`src/rtl/image_rom_pkg.sv`:
```
// Shared constants and types for the image ROM and its read-port arbiter.
package image_rom_pkg;

  localparam int unsigned IMG_W      = 320;
  localparam int unsigned IMG_H      = 240;
  localparam int unsigned DEPTH      = IMG_W * IMG_H;
  localparam int unsigned ADDR_W     = 17;
  localparam int unsigned DATA_W     = 24;
  localparam int unsigned RD_LATENCY = 2;
  // Wide enough for the largest supported requester count (4).
  localparam int unsigned ID_W       = 2;

  typedef logic [23:0]       pixel_t;
  typedef logic [ADDR_W-1:0] rom_addr_t;

  typedef struct packed {
    logic            valid;
    logic [ID_W-1:0] id;
    logic            err;
  } tag_t;

endpackage

```
`src/rtl/rr_arbiter.sv`:
```
// Round-robin arbiter: one-hot combinational grant, pointer advances past the
// granted index only on accept.
module rr_arbiter #(
  parameter int unsigned NumReq = 2,
  localparam int unsigned IdxW  = (NumReq > 1) ? $clog2(NumReq) : 1
) (
  input  logic              clk_i,
  input  logic              rst_ni,
  input  logic [NumReq-1:0] req_i,
  input  logic              accept_i,
  output logic [NumReq-1:0] gnt_o,
  output logic [IdxW-1:0]   idx_o
);

  logic [IdxW-1:0] ptr_q, ptr_d;
  logic [IdxW-1:0] hi_idx, lo_idx;
  logic            hi_found, any_req;

  // Lowest requester at/after the pointer wins; otherwise wrap to the lowest overall.
  always_comb begin
    hi_idx   = '0;
    lo_idx   = '0;
    hi_found = 1'b0;
    any_req  = |req_i;
    for (int j = NumReq - 1; j >= 0; j--) begin
      if (req_i[j]) begin
        lo_idx = IdxW'(j);
        if (j >= int'(ptr_q)) begin
          hi_idx   = IdxW'(j);
          hi_found = 1'b1;
        end
      end
    end
    idx_o = hi_found ? hi_idx : lo_idx;
    gnt_o = '0;
    for (int j = 0; j < NumReq; j++) begin
      gnt_o[j] = any_req && (int'(idx_o) == j);
    end
  end

  always_comb begin
    ptr_d = ptr_q;
    if (accept_i) begin
      ptr_d = (int'(idx_o) == int'(NumReq) - 1) ? '0 : idx_o + IdxW'(1);
    end
  end

  always_ff @(posedge clk_i or negedge rst_ni) begin
    if (!rst_ni) begin
      ptr_q <= '0;
    end else begin
      ptr_q <= ptr_d;
    end
  end

endmodule

```
`src/rtl/image_rom_arbiter.sv`:
```
// Shares one image ROM read port among NUM_REQ consumers; tags each read through
// the fixed ROM latency and routes the pixel back to its issuer.
module image_rom_arbiter #(
  parameter int unsigned NUM_REQ    = 2,
  parameter int unsigned ADDR_W     = image_rom_pkg::ADDR_W,
  parameter int unsigned DATA_W     = image_rom_pkg::DATA_W,
  parameter int unsigned DEPTH      = image_rom_pkg::DEPTH,
  parameter int unsigned RD_LATENCY = image_rom_pkg::RD_LATENCY
) (
  input  logic                      clk,
  input  logic                      rst_n,
  input  logic [NUM_REQ-1:0]        req_valid,
  input  logic [NUM_REQ*ADDR_W-1:0] req_addr,
  output logic [NUM_REQ-1:0]        req_ready,
  output logic [NUM_REQ-1:0]        rsp_valid,
  output logic [DATA_W-1:0]         rsp_data,
  output logic                      rsp_err,
  output logic                      rom_rden,
  output logic [ADDR_W-1:0]         rom_address,
  input  logic [DATA_W-1:0]         rom_q
);

  import image_rom_pkg::*;

  localparam int unsigned IdW = (NUM_REQ > 1) ? $clog2(NUM_REQ) : 1;

  logic [NUM_REQ-1:0] req_gated;
  logic [NUM_REQ-1:0] gnt;
  logic [IdW-1:0]     gnt_idx;
  logic               accept;
  logic               gnt_err;
  logic [ADDR_W-1:0]  gnt_addr;
  logic [ADDR_W-1:0]  addr_q, addr_d;
  tag_t               tag_in;
  tag_t               tail;
  tag_t               pipe_q [RD_LATENCY];

  // Gating with reset keeps every output low while reset is held.
  assign req_gated = req_valid & {NUM_REQ{rst_n}};
  assign accept    = |gnt;
  assign req_ready = gnt;

  rr_arbiter #(
    .NumReq (NUM_REQ)
  ) u_arb (
    .clk_i    (clk),
    .rst_ni   (rst_n),
    .req_i    (req_gated),
    .accept_i (accept),
    .gnt_o    (gnt),
    .idx_o    (gnt_idx)
  );

  always_comb begin
    gnt_addr    = req_addr[int'(gnt_idx) * ADDR_W +: ADDR_W];
    gnt_err     = 32'(gnt_addr) >= DEPTH;
    // Hold the last granted address when idle to avoid toggling the ROM bus.
    rom_address = accept ? gnt_addr : addr_q;
    rom_rden    = accept && !gnt_err;
    addr_d      = rom_address;
    tag_in      = '0;
    tag_in.valid = accept;
    tag_in.id    = ID_W'(gnt_idx);
    tag_in.err   = accept && gnt_err;
  end

  always_ff @(posedge clk or negedge rst_n) begin
    if (!rst_n) begin
      addr_q <= '0;
      for (int i = 0; i < int'(RD_LATENCY); i++) begin
        pipe_q[i] <= '0;
      end
    end else begin
      addr_q    <= addr_d;
      pipe_q[0] <= tag_in;
      for (int i = 1; i < int'(RD_LATENCY); i++) begin
        pipe_q[i] <= pipe_q[i-1];
      end
    end
  end

  assign tail = pipe_q[RD_LATENCY-1];

  always_comb begin
    rsp_valid = '0;
    for (int i = 0; i < int'(NUM_REQ); i++) begin
      rsp_valid[i] = tail.valid && (tail.id == ID_W'(i));
    end
    rsp_err  = tail.valid && tail.err;
    rsp_data = (tail.valid && !tail.err) ? rom_q : '0;
  end

endmodule

```
`config.mk`:
```
export PLATFORM = sky130hd
export DESIGN_NAME = image_rom_arbiter
export DESIGN_NICKNAME = d
export VERILOG_FILES = /design/src/rtl/image_rom_pkg.sv /design/src/rtl/rr_arbiter.sv /design/src/rtl/image_rom_arbiter.sv
export SDC_FILE = /design/constraint.sdc
export NUM_CORES = 1
export LEC_CHECK = 0
export CELL_PAD_IN_SITES_DETAIL_PLACEMENT = 0
export CELL_PAD_IN_SITES_GLOBAL_PLACEMENT = 1
export CORE_UTILIZATION = 19
export DETAILED_ROUTE_END_ITERATION = 8
export PLACE_DENSITY_LB_ADDON = 0.2
export SETUP_SLACK_MARGIN = 0.15
export SLEW_MARGIN = 5
export SYNTH_ARGS = -nofsm -noshare
export SYNTH_HDL_FRONTEND = slang
export SYNTH_SLANG_ARGS = --single-unit
```
`constraint.sdc`:
```
create_clock -name clk -period 1.5 [get_ports clk]
set_input_delay 0.3 -clock clk [delete_from_list [all_inputs] [get_ports clk]]
set_output_delay 0.3 -clock clk [all_outputs]
set_load 0.02 [all_outputs]
```
==> results by group <==
Worst setup path
  – CP dominant cell by count: buf_6
  – Critical-path cell list: o211ai_4 > buf_6 > mux2i_2 > o21ai_2 > buf_6
  – Worst r2r src: u_arb.ptr_q
  – Crit path launch type: flop
  – Reg2reg end: addr_q[12]
  – Reg-to-reg slack, setup: 0.05 ns
  – Critical Setup Path Class: flop to output port
  – Slowest stage delay, CP: 0.41 ns
  – Crit path from: u_arb.ptr_q
  – CP Depth: 5
  – Critical Path Fanout Max: 6
  – CP Buf/Inv Count: 2
  – Crit path capture: rom_address[12]
  – CP required: 1.20 ns
  – Slowest-stage cell, CP: dfrtp_1
  – FF-to-FF path depth: 5
  – CP arrival: 1.61 ns
  – Crit path capture type: output port
  – Crit path max-delay family: flip-flops

Timing
  – Hold Violations, Final: 0
  – Setup TNS: -9.79 ns
  – Achievable frequency: 522 MHz
  – Final setup vio count: 43
  – Post-layout min period: 1.91 ns
  – RSZ-0062 raised after global routing: true
  – Slack of the critical path: -0.414 ns
  – Worst-Margin Slew: 0.298 ns
  – Slew headroom: 80.2%
  – Final Skew: 0.00308 ns
  – Final Cycle Share: 128%
  – Max Slew Vio Count: 0
  – WHS: 0.0615 ns

Global route
  – GRT Residual Overflow: 0
  – Largest net degree at the start of global routing: 19
  – Antenna violations before repair: 0
  – Global router's overall resource usage: 12.9%
  – First-pass GRT wire length: 7180 um
  – Vias in the first global route: 1521

Detailed routing
  – Wire per inst: 12.5 um
  – DRT antenna net count: 0
  – Vias: 1462
  – WL final: 4370 um
  – Via/cell ratio: 4.19
  – TritonRoute pass-1 iters: 4
  – DRC Markers: 0
  – First DRT Iteration DRCs: 13

Synth
  – Gate Count Post-Synth: 126
  – Distinct cells, synth: 20
  – Sequential fraction of the synthesis area: 48.1%
  – Synthesized flop and latch total: 24
  – Post-synthesis net count: 188
  – Ys Warns: 0
  – Synth Area per Inst: 9.90 um2
  – Post-Syn Area: 1250 um2

Cells and area
  – Ant diodes: 0
  – Layout cells sized above 1: 57.0%
  – Filler Cell Count: 624
  – Nets: 335
  – Commonest non-fill, non-tap cell in the layout: buf_6
  – Core Util, Final: 49.0%
  – Layout area overhead: 150%
  – Commonest cells after routing, fill and taps aside: buf_6 (62), clkdlybuf4s50_1 (55), and2_4 (26)
  – Final Instance Count excl. Fillers: 349

Power and ir drop
  – VDD IR max: 0.421 mV
  – Clk pwr share: 20.2%
  – Cell area power density: 711 nW/um2
  – Combinational Power Share: 46.1%
  – Total design power: 0.00221 W
  – Sw frac: 30.4%
  – Total internal power: 0.00154 W
  – Net switching power: 0.000673 W
  – Leakage: 1.48 nW
  – Part of the power in registers: 33.7%

Floorplan
  – IO Pins: 109
  – CORE AREA: 6350 um2
  – Initial core utilization: 19.6%
  – DIE HEIGHT: 83.0 um
  – Row cnt: 29
  – Die width: 83.0 um
  – Die area: 6890 um2

Run
  – Max-Cap Viols: 0

Place
  – RePlAce Congestion: 0.699
  – HPWL Detailed: 3280 um
  – Port-buffer cells: 108
  – Post-Place Cells: 329

Run status
  – Failing checks: negative setup slack
  – Status: finished, violations left

Clock network
  – Root Buffer: clkbuf_8
  – CTS Sinks: 24
  – Max clock buf depth: 2
  – Num CTS Buffers: 3
  – CTS tree: done
  – CTS H-Tree Depth: 1
  – CTS clk-pin slew, worst paths: 0.09 ns
  – Worst-Skew Late Latency: 0.27 ns

Min path
  – Class of the worst hold path: primary input to async pin
==> through the flow <==
stage	area, um2	setup WS, ns
after global placement	2680	-1.02
after CTS	3030	-0.456
final	3110	-0.414
after detailed placement	2680	-1.03
after floorplan	1330	-0.0322
after global routing	3110	-0.508
==> power groups by stage <==
stage / Sequential [W] / Clock, W / Combinational [W]
after global routing: 0.000753 / 0.000485 / 0.00109
after floorplan: 0.000751 / 0 / 0.000368
final: 0.000746 / 0.000447 / 0.00102
after CTS: 0.000746 / 0.000459 / 0.000995
after detailed placement: 0.000757 / 0 / 0.000853
after global placement: 0.000752 / 0 / 0.000854
==> area by class of cell <==
type	instances	area [um2]	share of cell area (%)
sequential	24	601	19.3
timing repair buffer	148	1500	48.3
inverter	4	15.0	0.482
multi-input combinational	92	843	27.1
clock buffer	4	55.1	1.77
tap	77	96.3	3.09
==> cell usage after synthesis <==
master | n | area (um2)
clkbuf_1 | 4 | 15.0
o21ai_1 | 9 | 45.0
inv_1 | 2 | 7.51
a21oi_1 | 3 | 15.0
and2_1 | 26 | 163
mux2i_1 | 17 | 170
a21o_1 | 1 | 7.51
nor3_1 | 1 | 5.00
nand2_1 | 18 | 67.6
inv_2 | 2 | 7.51
dfrtp_1 | 24 | 601
o311a_2 | 1 | 11.3
o311a_1 | 1 | 10.0
buf_8 | 1 | 15.0
o21ai_0 | 8 | 40.0
o211ai_4 | 1 | 21.3
buf_2 | 1 | 5.00
nor2b_1 | 4 | 25.0
o21a_1 | 1 | 7.51
o21ai_2 | 1 | 8.76
==> routing by layer <==
| metal | global-route usage, % | up-vias | share of wire [%] |
|---|---|---|---|
| li1 | - | 721 | - |
| met1 | 13.6 | 678 | 37 |
| met2 | 24.4 | 61 | 54 |
| met3 | 4.97 | 2 | 8.4 |
| met4 | 2.35 | 0 | 0.55 |
| met5 | 0 | - | 0 |
==> registers in the layout, indices dropped and copies added (netlist names) <==
name / count
addr_q: 17
pipe_q: 6
u_arb.ptr_q: 1
==> cell families after synthesis <==
kind of cell	Yosys count	synth area share (%)
mux	17	13.6
flops	24	48.1
simple gates	49	20.9
compound gates	26	13.3
buf+inv	10	4.01
==> worst min-delay path by stage <==
stage	startpoint	end	slack [ns]	depth (start not counted)
floorplan	rst_n	addr_q[0]	0.004	0
global placement	pipe_q[4]	pipe_q[0]	0.33	0
detailed placement	pipe_q[5]	pipe_q[1]	0.34	0
CTS	rst_n	pipe_q[0]	0.07	2
global route	rst_n	addr_q[15]	0.08	2
finish	rst_n	addr_q[14]	0.06	2
==> timing repair <==
| item | CTS | global route |
|---|---|---|
| endpoints found under the setup margin | 66 | 63 |
| pin swaps | 17 | 19 |
| gates cloned | 2 | 0 |
| buffers inserted | 12 | 2 |
| resized for setup | 333 | 18 |
| hold buffers | 0 | 0 |
==> worst reg2reg max path: stages, from the launching register on <==
cell and delay (ns):
dfrtp_1 0.41, o211ai_4 0.27, buf_6 0.20, mux2i_2 0.24, o21ai_2 0.09, buf_4 0.13
No activity file was read; power rests on OpenSTA's default activity.
